<file path="src/rtl/pwm_duty_ctrl.sv">
// rtl/pwm_duty_ctrl.sv - front-panel duty-code controller for the PWM load input (optional slew limiter: DUTY_RAMP_EN)
module pwm_duty_ctrl #(
    parameter int DB_CYCLES   = 50000,
    parameter int RAMP_CYCLES = 1024
) (
    input  logic       clk,
    input  logic       rst_n,
    input  logic       btn_up,
    input  logic       btn_dn,
    input  logic       direct_mode,
    input  logic [2:0] code_in,
    output logic [2:0] load,
    output logic       step_pulse,
    output logic       sat
);

    localparam int DB_W = (DB_CYCLES > 2) ? $clog2(DB_CYCLES) : 1;
    localparam logic [DB_W-1:0] DB_LAST = DB_W'(DB_CYCLES - 1);

    // Bit 0 is the up button, bit 1 the down button throughout.
    logic [1:0]      btn_s1;
    logic [1:0]      btn_s2;
    logic            mode_s1;
    logic            mode_s2;
    logic [2:0]      code_s1;
    logic [2:0]      code_s2;
    logic [2:0]      code_s3;
    logic [2:0]      code_qual;
    logic [1:0]      db_stable;
    logic [1:0]      db_stable_d;
    logic [DB_W-1:0] db_cnt [2];
    logic [1:0]      press;
    logic [2:0]      target;
    logic [2:0]      target_d;
    logic            sat_d;

    // Two-flop synchronizers for every raw front-panel input.
    always_ff @(posedge clk or negedge rst_n) begin
        if (!rst_n) begin
            btn_s1  <= '0;
            btn_s2  <= '0;
            mode_s1 <= 1'b0;
            mode_s2 <= 1'b0;
            code_s1 <= '0;
            code_s2 <= '0;
        end else begin
            btn_s1  <= {btn_dn, btn_up};
            btn_s2  <= btn_s1;
            mode_s1 <= direct_mode;
            mode_s2 <= mode_s1;
            code_s1 <= code_in;
            code_s2 <= code_s1;
        end
    end

    // Accept the synced code only once two consecutive samples agree, so skewed bits never leak through.
    always_ff @(posedge clk or negedge rst_n) begin
        if (!rst_n) begin
            code_s3   <= '0;
            code_qual <= '0;
        end else begin
            code_s3 <= code_s2;
            if (code_s2 == code_s3) begin
                code_qual <= code_s2;
            end
        end
    end

    // Debounce both buttons: a new level must persist DB_CYCLES synced cycles before it is accepted.
    always_ff @(posedge clk or negedge rst_n) begin
        if (!rst_n) begin
            db_stable <= '0;
            db_cnt[0] <= '0;
            db_cnt[1] <= '0;
        end else begin
            for (int i = 0; i < 2; i++) begin
                if (btn_s2[i] != db_stable[i]) begin
                    if (db_cnt[i] == DB_LAST) begin
                        db_stable[i] <= btn_s2[i];
                        db_cnt[i]    <= '0;
                    end else begin
                        db_cnt[i] <= db_cnt[i] + 1'b1;
                    end
                end else begin
                    db_cnt[i] <= '0;
                end
            end
        end
    end

    // One-cycle press event on each rising edge of a debounced level.
    always_ff @(posedge clk or negedge rst_n) begin
        if (!rst_n) begin
            db_stable_d <= '0;
            press       <= '0;
        end else begin
            db_stable_d <= db_stable;
            press       <= db_stable & ~db_stable_d;
        end
    end

    // Next target: direct mode tracks the qualified code, step mode applies saturating single presses.
    always_comb begin
        target_d = target;
        sat_d    = 1'b0;
        if (mode_s2) begin
            target_d = code_qual;
        end else begin
            case (press)
                2'b01: begin
                    if (target != 3'd7) begin
                        target_d = target + 3'd1;
                    end else begin
                        sat_d = 1'b1;
                    end
                end
                2'b10: begin
                    if (target != 3'd0) begin
                        target_d = target - 3'd1;
                    end else begin
                        sat_d = 1'b1;
                    end
                end
                default: begin
                    target_d = target;
                end
            endcase
        end
    end

    // Target register and saturation pulse.
    always_ff @(posedge clk or negedge rst_n) begin
        if (!rst_n) begin
            target <= '0;
            sat    <= 1'b0;
        end else begin
            target <= target_d;
            sat    <= sat_d;
        end
    end

`ifdef DUTY_RAMP_EN
    typedef enum logic {
        IDLE = 1'b0,
        RAMP = 1'b1
    } ramp_state_t;

    localparam int RAMP_W = (RAMP_CYCLES > 2) ? $clog2(RAMP_CYCLES) : 1;
    localparam logic [RAMP_W-1:0] RAMP_LAST = RAMP_W'(RAMP_CYCLES - 1);

    ramp_state_t       state;
    ramp_state_t       state_d;
    logic [RAMP_W-1:0] ramp_cnt;
    logic [RAMP_W-1:0] ramp_cnt_d;
    logic [2:0]        target_q;
    logic [2:0]        load_d;
    logic [2:0]        load_step;

    // Slew limiter: the first cycle that sees a new target counts as cycle one, so a step lands RAMP_CYCLES edges after capture.
    always_comb begin
        state_d    = state;
        ramp_cnt_d = ramp_cnt;
        load_d     = load;
        load_step  = (target > load) ? (load + 3'd1) : (load - 3'd1);
        case (state)
            IDLE: begin
                ramp_cnt_d = '0;
                if (target != load) begin
                    state_d    = RAMP;
                    ramp_cnt_d = RAMP_W'(1);
                end
            end
            RAMP: begin
                if (target == load) begin
                    state_d    = IDLE;
                    ramp_cnt_d = '0;
                end else if (target != target_q) begin
                    ramp_cnt_d = RAMP_W'(1);
                end else if (ramp_cnt == RAMP_LAST) begin
                    load_d     = load_step;
                    ramp_cnt_d = '0;
                    if (load_step == target) begin
                        state_d = IDLE;
                    end
                end else begin
                    ramp_cnt_d = ramp_cnt + 1'b1;
                end
            end
            default: begin
                state_d    = IDLE;
                ramp_cnt_d = '0;
            end
        endcase
    end

    // Ramp state, counter, delayed target for change detection, and the output code.
    always_ff @(posedge clk or negedge rst_n) begin
        if (!rst_n) begin
            state      <= IDLE;
            ramp_cnt   <= '0;
            target_q   <= '0;
            load       <= '0;
            step_pulse <= 1'b0;
        end else begin
            state      <= state_d;
            ramp_cnt   <= ramp_cnt_d;
            target_q   <= target;
            load       <= load_d;
            step_pulse <= (load_d != load);
        end
    end
`else
    logic unused_ramp_cfg;
    assign unused_ramp_cfg = (RAMP_CYCLES >= 2);

    // Output follows the target one cycle later; the pulse marks the first cycle of a new value.
    always_ff @(posedge clk or negedge rst_n) begin
        if (!rst_n) begin
            load       <= '0;
            step_pulse <= 1'b0;
        end else begin
            load       <= target;
            step_pulse <= (target != load);
        end
    end
`endif

endmodule

</file>
<file path="config.mk">
export PLATFORM = sky130hd
export DESIGN_NAME = pwm_duty_ctrl
export DESIGN_NICKNAME = d
export VERILOG_FILES = /design/src/rtl/pwm_duty_ctrl.sv
export SDC_FILE = /design/constraint.sdc
export NUM_CORES = 1
export LEC_CHECK = 0
export ABC_AREA = 1
export ABC_CLOCK_PERIOD_IN_PS = 1600
export CAP_MARGIN = 10
export CORE_ASPECT_RATIO = 0.9
export CORE_MARGIN = 3
export CORE_UTILIZATION = 40
export CTS_BUF_LIST = sky130_fd_sc_hd__clkbuf_4
export CTS_CLUSTER_DIAMETER = 200
export CTS_CLUSTER_SIZE = 12
export DETAILED_ROUTE_END_ITERATION = 10
export PLACE_DENSITY_LB_ADDON = 0.25
export SLEW_MARGIN = 20
export SYNTH_ARGS = -nofsm -noshare
export SYNTH_HDL_FRONTEND = slang
export SYNTH_SLANG_ARGS = --single-unit
</file>
<file path="constraint.sdc">
create_clock -name clk -period 1.6 [get_ports clk]
set_clock_uncertainty 0.1 [all_clocks]
set_input_delay 0.32 -clock clk [delete_from_list [all_inputs] [get_ports clk]]
set_output_delay 0.32 -clock clk [all_outputs]
set_load 0.05 [all_outputs]
</file>
==> impl_results.md <==
* Synth Flop Type: dfrtp_1
* Max H-tree Level at 3
* RSZ-0062 raised after global routing: true
* Filler cell count at between 600 and 700
* Final worst-path cycle share at 103%
* DR vias at around 2200
* CP bufs+invs at 3
* Sinks on Clock Net at between 60 and 70
* Fmax at 607 MHz
* Total GRT Usage at 13.7%
* Detailed placement HPWL at ~3700 µm
* Area after DPL at 3330 µm²
* Global-route wire length before repair at 9290 µm
* Die Y at 88.0 µm
* CP Capture Type: flip-flop
* # IOs at 13
* TritonCTS clock tree: yes
* Chip width at a little under 100 µm
* Effective utilization at floorplan at 41.8%
* Core area at between 7000 and 8000 µm²
* Setup CP Type: reg2reg
* Power density cells at ~970 nW/µm²
* Max-cap viol count at 0
* #FFs+latches synth at 64
* Largest net degree at the start of global routing at 65
* Syn Nets at 363
* Vias/cell at 4.60
* Grt total ovfl at 0
* Min Tclk post-route at between 1.5 and 2 ns
* Worst-case clock buffer depth at 2
* Inserted Clock Buffers at 9
* Setup TNS at -0.0537 ns
* Row count at 29
* Sequential share of the synthesized area at around 54%
* Share of cells above drive strength 1 at between 10% and 20%
* Post-route setup slack at -0.0468 ns
* Worst path required time at approximately 1.8 ns
* Max FO, Critical Path at 2
* Async set or reset register ratio after synthesis at between 90% and 100%
* Post-synth EDFFs at 0
* Placed instance count at roughly 460
* CP delay by family, top: adder cells
* Status: finished, violations left
* Startpoint types: flip-flop
* Max transition margin at a little over two thirds
* Non-Filler Instances at ~480
* Leak at ~0.0017 µW
* Avg Cell Area, Syn at ~8.5 µm²
* Insertion delay to the later sink of the worst-skew pair at 0.40 ns
* Slowest cell on the critical path: dfrtp_1
* Antenna-violating nets left at 0
* CTS root buffer: clkbuf_4
* # nets final at around 400
* Worst-margin pin slew at roughly 0.45 ns
* Yosys Warn Count at 0
* Arr. time, crit path at about 1.9 ns
* Final hold violations at 0
* Placer Congestion at roughly 0.86
* Gate Count Post-Synth at 350
* VDD IR max at between 0.4 and 0.5 mV
* Antenna diodes at 0
* Wire per inst at 10.9 µm
* Total power at 3460 µW
* Synthesized area at 2990 µm²
* Final Setup Violations at 2
* Port Buffers at 12
* Hold WS at between 0.2 and 0.25 ns
* Max incr delay on CP at roughly 0.4 ns
* DRC errors left at 0
* Vias in the first global route at 2109
* Max Slew Vio Count at 0
* Clock slew at reported path FFs at 0.12 ns
* Area delta synth->final at 19.8%
* Drt first-iter violations at 101
* Design Area, Final at approximately 3600 µm²
* Worst-path cell chain: inv_1 -> ha_2 -> inv_2 -> fa_2 -> inv_2 -> nand2_2 -> nand2_1 -> nand2_1 -> nand3_1 -> nand2_1 -> nand2_1 -> nand2_1
* Netlist cell types at 25
* Initial antenna violation count at 0
* HP Class: in2reg
* 1st-pass router iterations at 4
* Failing checks: negative setup slack
* Routed WL at approximately 5300 µm
* Most used cell, CP: nand2_1
* Die ar. at between 8000 and 9000 µm²
==> cell usage after synthesis (2+ instances only) <==
cell / instances / area share (%)
a21oi_1: 5 / 0.84
dfrtp_1: 64 / 54
ha_1: 4 / 1.7
inv_1: 46 / 5.8
inv_2: 2 / 0.25
nand2_1: 84 / 11
nand2_2: 2 / 0.42
nand3_1: 27 / 4.5
nand3_2: 2 / 0.67
nand4_1: 4 / 0.84
nor2_1: 66 / 8.3
nor2_4: 6 / 2.3
nor3_1: 4 / 0.67
nor3_2: 2 / 0.67
nor3b_1: 2 / 0.50
o21ai_0: 8 / 1.3
o21bai_1: 2 / 0.50
xnor2_1: 8 / 2.3
xor2_1: 6 / 1.8
==> cells in the final DEF, fill, tap and decap left out, types with 6 or more instances in the layout <==
master	synthesis	routed
o21ai_0	8	7
clkdlybuf4s50_1	0	6
nor2_4	6	6
nand2_1	84	80
xnor2_1	8	8
inv_1	46	42
nand3_1	27	27
inv_2	2	6
buf_4	0	10
clkbuf_4	0	9
dfrtp_1	64	64
buf_12	0	7
nor2_1	66	64
xor2_1	6	6
==> kinds of logic (layout without fill, tap and decap cells) <==
group	after synthesis	in the layout	share of synthesized area, %
AO/OA/AOI/OAI	16	16	2.93
XOR/XNOR	15	15	4.65
adder cells (fa/ha/maj)	5	5	2.35
buffers and inverters	49	90	6.25
flip-flops	64	64	53.6
AND/OR/NAND/NOR	201	201	30.2
==> metal layers <==
layer / track usage [%] / share of wire, %
met1: 17.5 / 48
met5: 0 / 0
met2: 21.7 / 46
met4: 7.78 / 2.2
met3: 3.03 / 3.7
==> per-stage QoR <==
step	util [%]	setup slack, ns
2_1_floorplan	-	0.0118
3_3_place_gp	46.6	0.00503
3_5_place_dp	46.6	-0.0424
4_1_cts	49.4	-0.0352
5_1_grt	50.0	-0.163
6_report	50.0	-0.0468
==> final timing paths <==
path                       slack (ns)  cells past startpoint   startpoint    endpoint
setup / recovery                -0.05                     12     press[0]   target[2]
hold / removal                   0.24                      1  direct_mode     mode_s1
setup reg to reg                -0.05                     12     press[0]   target[2]
hold reg to reg                  0.26                      0   code_s1[0]  code_s2[0]
max in group asynchronous        0.78                      3        rst_n   btn_s1[1]
min in group asynchronous        0.35                      3        rst_n     load[0]
==> sequential cells by signal (all words and copies together), names as in the netlist <==
| name | flops |
|---|---|
| sat | 1 |
| step_pulse | 1 |
| btn_s1 | 2 |
| mode_s2 | 1 |
| load | 3 |
| mode_s1 | 1 |
| code_s1 | 3 |
| db_stable | 2 |
| db_cnt | 32 |
| target | 3 |
| press | 2 |
| btn_s2 | 2 |
| code_qual | 3 |
| code_s2 | 3 |
| code_s3 | 3 |
| db_stable_d | 2 |
==> cell type report <==
cell class              instances  area, µm²  share of cell area, %
well taps                      93        116                   3.25
inverters                      49        186                   5.21
repair buffers                 25        290                   8.11
clock inverters                 7       80.1                   2.24
flip-flops and latches         64       1600                   44.8
multi-input cells             237       1230                   34.5
clock buffers                   9       67.6                   1.89
==> worst reg2reg max path, cell delays in order (launching register included) <==
cell     delay, ns
dfrtp_1       0.40
inv_1         0.06
ha_2          0.18
inv_2         0.05
fa_2          0.34
inv_2         0.07
nand2_2       0.05
nand2_1       0.07
nand2_1       0.04
nand3_1       0.06
nand2_1       0.05
nand2_1       0.05
nand2_1       0.04
==> timing repair <==
action	4_1_cts	5_1_grt
endpoints found under the hold margin	64	0
setup endpoints to repair	3	26
gates resized for setup	3	11
pin swaps	4	8
setup buffers	4	3
hold buffers	1	0
gates cloned	0	0
==> power breakdown <==
part | total (µW) | switching (µW) | leakage (µW) | internal, µW
Combinational | 526 | 278 | 0.000759 | 248
Clock | 1130 | 643 | 0.0000731 | 491
Sequential | 1800 | 84.1 | 0.000837 | 1720
Total | 3460 | 1010 | 0.00167 | 2460
Note: power is estimated with default switching activity, not from simulation.
